### config.mk
export PLATFORM = sky130hd
export DESIGN_NAME = mem_bus_arbiter
export DESIGN_NICKNAME = d
export VERILOG_FILES = /design/src/rtl/mem_bus_arbiter_pkg.sv /design/src/rtl/mem_bus_arbiter_watchdog.sv /design/src/rtl/mem_bus_arbiter.sv
export SDC_FILE = /design/constraint.sdc
export NUM_CORES = 1
export LEC_CHECK = 0
export BUFFER_PORTS_ARGS = -buffer_cell sky130_fd_sc_hd__buf_2
export CORE_ASPECT_RATIO = 0.75
export CORE_MARGIN = 1
export CORE_UTILIZATION = 50
export DETAILED_ROUTE_END_ITERATION = 10
export PLACE_DENSITY_LB_ADDON = 0.15
export SYNTH_ARGS = -nofsm -noshare
export SYNTH_HDL_FRONTEND = slang
export SYNTH_SLANG_ARGS = --single-unit
export TNS_END_PERCENT = 100
### constraint.sdc
create_clock -name clk -period 4.5 [get_ports clk]
set_input_delay 0 -clock clk [delete_from_list [all_inputs] [get_ports clk]]
set_output_delay 0 -clock clk [all_outputs]
set_load 0.05 [all_outputs]
### src/rtl/mem_bus_arbiter_pkg.sv
// Shared constants for the IF/MEM memory bus arbiter: FSM state codes,
// bus widths and the watchdog counter sizing helper.
package mem_bus_arbiter_pkg;

  localparam int REG_BUS_W   = 32;
  localparam int INST_ADDR_W = 32;

  // Arbiter FSM state codes (3-bit, legacy-compatible encoding)
  localparam logic [2:0] ARB_IDLE   = 3'd0;
  localparam logic [2:0] ARB_D_ACC  = 3'd1;
  localparam logic [2:0] ARB_D_DONE = 3'd2;
  localparam logic [2:0] ARB_I_ACC  = 3'd3;
  localparam logic [2:0] ARB_I_DONE = 3'd4;

  // Instruction fetches always read a full word
  localparam logic [3:0] ARB_SEL_WORD = 4'b1111;

  // Watchdog counter is at least 8 bits and wide enough to hold max_wait
  function automatic int wd_cnt_width(input int max_wait);
    int w;
    w = $clog2(max_wait + 1);
    return (w < 8) ? 8 : w;
  endfunction

endpackage

### src/rtl/mem_bus_arbiter_watchdog.sv
// Bus watchdog for the arbiter: counts waiting cycles while enabled and
// flags expiry on the cycle the count reaches MAX_WAIT (0 disables it).
module mem_bus_arbiter_watchdog #(
  parameter int MAX_WAIT = 255,
  parameter int CNT_W    = 8
) (
  input  logic clk,
  input  logic rst,
  input  logic clr_i,
  input  logic en_i,
  output logic expire_o
);

  logic [CNT_W-1:0] cnt_q, cnt_d;

  // Expiry fires during the MAX_WAIT-th enabled cycle since the last clear
  assign expire_o = (MAX_WAIT != 0) && en_i && (cnt_q == CNT_W'(MAX_WAIT - 1));

  // Next count: clear wins, otherwise count enabled cycles
  always_comb begin
    cnt_d = cnt_q;
    if (clr_i) begin
      cnt_d = '0;
    end else if (en_i && !expire_o) begin
      cnt_d = cnt_q + CNT_W'(1);
    end
  end

  // Counter register
  always_ff @(posedge clk) begin
    if (rst) begin
      cnt_q <= '0;
    end else begin
      cnt_q <= cnt_d;
    end
  end

endmodule

### src/rtl/mem_bus_arbiter.sv
// Shares one req/ack memory bus between instruction fetch and data access.
// Data access wins over fetch; each access is one bus transaction followed
// by a single DONE cycle in which the matching stall request drops.
//
// Bus handshake: bus_req_o rises with stable we/sel/addr/wdata and stays
// high (fields unchanged) until a cycle where bus_ack_i=1 is sampled; that
// edge completes the transaction, captures bus_rdata_i and drops bus_req_o.
// bus_ack_i is ignored while bus_req_o=0. At most one transaction is open.
module mem_bus_arbiter
  import mem_bus_arbiter_pkg::*;
#(
  parameter int MAX_WAIT = 255
) (
  input  logic                   clk,
  input  logic                   rst,
  input  logic                   flush,
  input  logic                   if_ce_i,
  input  logic [INST_ADDR_W-1:0] if_addr_i,
  output logic [REG_BUS_W-1:0]   if_data_o,
  output logic                   if_stallreq_o,
  input  logic                   mem_ce_i,
  input  logic                   mem_we_i,
  input  logic [3:0]             mem_sel_i,
  input  logic [REG_BUS_W-1:0]   mem_addr_i,
  input  logic [REG_BUS_W-1:0]   mem_wdata_i,
  output logic [REG_BUS_W-1:0]   mem_rdata_o,
  output logic                   mem_stallreq_o,
  output logic                   bus_req_o,
  output logic                   bus_we_o,
  output logic [3:0]             bus_sel_o,
  output logic [REG_BUS_W-1:0]   bus_addr_o,
  output logic [REG_BUS_W-1:0]   bus_wdata_o,
  input  logic [REG_BUS_W-1:0]   bus_rdata_i,
  input  logic                   bus_ack_i,
  output logic                   bus_timeout_o,
  output logic [2:0]             dbg_state_o
);

  localparam int WD_W = wd_cnt_width(MAX_WAIT);

  logic [2:0]           state_q, state_d;
  logic                 discard_q, discard_d;
  logic                 bus_req_q, bus_req_d;
  logic                 bus_we_q, bus_we_d;
  logic [3:0]           bus_sel_q, bus_sel_d;
  logic [REG_BUS_W-1:0] bus_addr_q, bus_addr_d;
  logic [REG_BUS_W-1:0] bus_wdata_q, bus_wdata_d;
  logic [REG_BUS_W-1:0] if_data_q, if_data_d;
  logic [REG_BUS_W-1:0] mem_rdata_q, mem_rdata_d;
  logic                 timeout_q, timeout_d;
  logic                 in_acc;
  logic                 wd_expire;

  assign in_acc = (state_q == ARB_D_ACC) || (state_q == ARB_I_ACC);

  // Counter is held clear outside the access states, so it restarts on entry
  mem_bus_arbiter_watchdog #(
    .MAX_WAIT (MAX_WAIT),
    .CNT_W    (WD_W)
  ) u_watchdog (
    .clk      (clk),
    .rst      (rst),
    .clr_i    (!in_acc),
    .en_i     (in_acc && !bus_ack_i),
    .expire_o (wd_expire)
  );

  // Next-state and registered-output logic of the arbiter FSM
  always_comb begin
    state_d     = state_q;
    discard_d   = discard_q;
    bus_req_d   = bus_req_q;
    bus_we_d    = bus_we_q;
    bus_sel_d   = bus_sel_q;
    bus_addr_d  = bus_addr_q;
    bus_wdata_d = bus_wdata_q;
    if_data_d   = if_data_q;
    mem_rdata_d = mem_rdata_q;
    timeout_d   = 1'b0;
    case (state_q)
      ARB_IDLE: begin
        if (mem_ce_i) begin
          bus_req_d   = 1'b1;
          bus_we_d    = mem_we_i;
          bus_sel_d   = mem_sel_i;
          bus_addr_d  = mem_addr_i;
          bus_wdata_d = mem_wdata_i;
          state_d     = ARB_D_ACC;
        end else if (if_ce_i && !flush) begin
          bus_req_d  = 1'b1;
          bus_we_d   = 1'b0;
          bus_sel_d  = ARB_SEL_WORD;
          bus_addr_d = if_addr_i;
          state_d    = ARB_I_ACC;
        end
      end
      ARB_D_ACC: begin
        // A flush here is harmless: ctrl only flushes once MEM dropped ce
        if (bus_ack_i || wd_expire) begin
          bus_req_d = 1'b0;
          timeout_d = !bus_ack_i;
          if (!bus_we_q) begin
            mem_rdata_d = bus_ack_i ? bus_rdata_i : '0;
          end
          state_d = ARB_D_DONE;
        end
      end
      ARB_I_ACC: begin
        // The open transaction always runs to completion; a flush only
        // marks its result as unwanted
        if (flush) begin
          discard_d = 1'b1;
        end
        if (bus_ack_i || wd_expire) begin
          bus_req_d = 1'b0;
          timeout_d = !bus_ack_i;
          discard_d = 1'b0;
          if (discard_q || flush) begin
            state_d = ARB_IDLE;
          end else begin
            if_data_d = bus_ack_i ? bus_rdata_i : '0;
            state_d   = ARB_I_DONE;
          end
        end
      end
      ARB_D_DONE, ARB_I_DONE: begin
        state_d = ARB_IDLE;
      end
      default: begin
        state_d = ARB_IDLE;
      end
    endcase
  end

  // State and output registers with synchronous reset
  always_ff @(posedge clk) begin
    if (rst) begin
      state_q     <= ARB_IDLE;
      discard_q   <= 1'b0;
      bus_req_q   <= 1'b0;
      bus_we_q    <= 1'b0;
      bus_sel_q   <= 4'b0;
      bus_addr_q  <= '0;
      bus_wdata_q <= '0;
      if_data_q   <= '0;
      mem_rdata_q <= '0;
      timeout_q   <= 1'b0;
    end else begin
      state_q     <= state_d;
      discard_q   <= discard_d;
      bus_req_q   <= bus_req_d;
      bus_we_q    <= bus_we_d;
      bus_sel_q   <= bus_sel_d;
      bus_addr_q  <= bus_addr_d;
      bus_wdata_q <= bus_wdata_d;
      if_data_q   <= if_data_d;
      mem_rdata_q <= mem_rdata_d;
      timeout_q   <= timeout_d;
    end
  end

  // Stalls are combinational so they rise in the same cycle as the request;
  // a discarded fetch keeps IF stalled until its bus transaction finishes
  assign mem_stallreq_o = !rst && mem_ce_i && (state_q != ARB_D_DONE);
  assign if_stallreq_o  = !rst && ((if_ce_i && (state_q != ARB_I_DONE)) ||
                                   ((state_q == ARB_I_ACC) && discard_q));

  assign bus_req_o     = bus_req_q;
  assign bus_we_o      = bus_we_q;
  assign bus_sel_o     = bus_sel_q;
  assign bus_addr_o    = bus_addr_q;
  assign bus_wdata_o   = bus_wdata_q;
  assign if_data_o     = if_data_q;
  assign mem_rdata_o   = mem_rdata_q;
  assign bus_timeout_o = timeout_q;
  assign dbg_state_o   = state_q;

endmodule
==> run metrics <==
crit-path leading delay family compound AO/OA/AOI/OAI gates; worst-path cell chain inv_1 > ha_1 > and3_4 > a21oi_4 > buf_4 > o21ai_0 > a21oi_1; Clk pin slew, worst setup/hold paths 60 ps; asr flop ratio synth 0; Post-synth EDFFs 0; vias in the first global route 6,243; Port Buffers 278; Cells after Synth 677; Final Net Count 1,189; Netlist cell types 43; DP Worst Slack 2100 ps; final instance area 0.00909 mm²; crit-path max cell delay 630 ps; slowest stage cell, crit path a21oi_4; die width 126 µm; Hold Fails Final Rpt 0; DP Wirelength 11,500 µm; final WL 19,800 µm; first-pass GRT wire length 30,200 µm; vias 6,604; worst r2r src u_watchdog.cnt_q[0]; Power Density 412 mW/mm²; Post-synth top flop dfxtp_1; Final Cycle Share 0.550; # DRC 0; sequential share of the synthesized area 0.510; DR pass1 iterations 5; CTS sink cnt 147; htree depth 4; Cell Rows 33; post-synth net total 818; Max IR drop VDD 317 µV; Avg Inst Size Synth 8.53 µm²; r2r setup slk 2020 ps; die area 0.0120 mm²; Starting Density 0.522; die height 95.0 µm; Reg2Reg Depth 7; largest net degree at the start of global routing 73; RSZ-0062 raised after global routing false; Placer Congestion 0.866; maxcap violations 0; crit path kind flop to flop; Inst Count DP 1,035; Non-Filler Instances 1,201; Fillers 664; CP arrival 2810 ps; CTS Root Cell clkbuf_16; clock latency on the worst-skew pair 410 ps; GRT Total Usage 0.317; Boundary Pins 279; FF-to-FF End mem_rdata_o[11]; Placed Area 0.00712 mm²; status complete, no violations; sum of buffers and inverters on the critical path 2; worst rel slew slack 0.189; share of cells above drive strength 1 0.303; hold_sp rst; Slew Limit Fails 0; number of antenna violations at the first check in global routing 0; total grt overflow 0; crit start category flop; CTS Buf Count 17; power consumption 3.75 mW; Routed WL per cell 16.5 µm; nature of the critical path endpoint flop; Worst Path Required 4830 ps; postcts setup bufs 0; initial DRC count 597; Final setup viols 0; Max FO, Critical Path 35; total core area 0.0111 mm²; Clock Tree Buf Depth 2; Core Util, Final 0.821; Worst Slack Setup Final 2020 ps; Synth Cell Area 0.00577 mm²; WHS Endpoint bus_we_o; f_max 404 MHz; Hold Path Stages 2; FF+latch count, synth 147; P&R area growth vs syn 57.4%; Clock Skew 9.21 ps; Worst-Margin Slew 1220 ps; Ys Warns 0; Leak 4.07 nW; Hold WC Path Type input pin to flop; vias per cell 5.50; Routed Antenna Nets 0; min cycle time layout 2480 ps; CTS tree done; final hold slack 109 ps; Setup TNS Final 0 ps
final cells by class:
cell class / count / area (µm²) / area share
repair buffers: 417 / 2770 / 0.305
clock buffers: 21 / 480 / 0.0529
clock inverters: 10 / 148 / 0.0162
multi-input cells: 464 / 2560 / 0.282
diodes: 1 / 2.50 / 0.000275
well taps: 140 / 175 / 0.0193
flip-flops and latches: 147 / 2940 / 0.324
inverters: 1 / 3.75 / 0.000413
repair_timing:
item,4_1_cts,5_1_grt
gates resized for setup,0,0
hold buffers,134,0
endpoints found under the hold margin,135,0
power by group:
| part | internal [mW] | total, mW | switching, mW |
|---|---|---|---|
| sequential | 1.38 | 1.43 | 0.0475 |
| combinational | 0.267 | 0.829 | 0.561 |
| clock | 0.934 | 1.49 | 0.553 |
| total | 2.59 | 3.75 | 1.16 |
worst max path at each step:
stage,slack [ps],cells past startpoint,startpoint,end
floorplan,2590,4,dbg_state_o[0],u_watchdog.cnt_q[3]
global placement,2160,5,dbg_state_o[1],if_data_o[9]
detailed placement,2100,5,dbg_state_o[1],if_data_o[13]
CTS,2060,5,dbg_state_o[1],if_data_o[10]
global route,1830,5,dbg_state_o[1],if_data_o[13]
finish,2020,7,u_watchdog.cnt_q[0],mem_rdata_o[11]
worst register-to-register path: cells and delay by family (launching register included):
kind / cells / cell delay, ps
compound gates: 3 / 1060
fa+ha+maj: 1 / 210
buf+inv: 2 / 530
flops: 1 / 380
simple gates: 1 / 220
cell usage in the layout (no fill, tap or decap), drive strengths merged, types with 3 or more instances in the layout:
| master | count |
|---|---|
| o21ai | 66 |
| inv | 3 |
| a21oi | 101 |
| clkinvlp | 3 |
| nor3 | 4 |
| bufinv | 3 |
| nor2 | 49 |
| nand3 | 67 |
| a211oi | 35 |
| clkbuf | 21 |
| nand2b | 4 |
| buf | 283 |
| dlygate4sd3 | 134 |
| mux2i | 33 |
| xnor2 | 4 |
| nand2 | 69 |
| o22ai | 4 |
| dfxtp | 147 |
registers in the layout (all words and copies together) (netlist names):
name and flops:
bus_addr_o 32, bus_req_o 1, bus_sel_o 4, bus_timeout_o 1
bus_wdata_o 32, bus_we_o 1, dbg_state_o 3, discard_q 1
if_data_o 32, mem_rdata_o 32, u_watchdog.cnt_q 8
logic make-up after synthesis:
group | count (synthesis) | share of synthesized area
mux | 33 | 0.0572
fa+ha+maj | 2 | 0.00433
buf+inv | 66 | 0.0490
flops | 147 | 0.510
compound gates | 218 | 0.213
simple gates | 207 | 0.161
xor+xnor | 4 | 0.00607
cell usage after synthesis, types with 2 or more instances:
library cell,count,area share
a211oi_1,35,0.046
a21oi_1,100,0.087
a31oi_1,2,0.0022
buf_1,5,0.0033
buf_2,18,0.016
clkbuf_1,39,0.025
dfxtp_1,147,0.51
ha_1,2,0.0043
mux2i_1,33,0.057
nand2_1,69,0.045
nand2b_1,4,0.0043
nand3_1,67,0.058
nand4_1,2,0.0022
nor2_1,49,0.032
nor2b_1,2,0.0022
nor3_1,4,0.0035
o211ai_1,2,0.0026
o21a_1,2,0.0026
o21ai_0,61,0.053
o21ai_1,5,0.0043
o22ai_1,4,0.0043
xnor2_1,4,0.0061
routing by layer:
| metal | up-vias | wire, µm | GRT usage |
|---|---|---|---|
| met5 | - | 0 | 0 |
| met4 | 0 | 613 | 0.152 |
| met3 | 59 | 1420 | 0.0730 |
| met2 | 342 | 9940 | 0.565 |
| met1 | 3069 | 7830 | 0.364 |
| li1 | 3134 | - | - |
(Power assumes the default switching activity.)
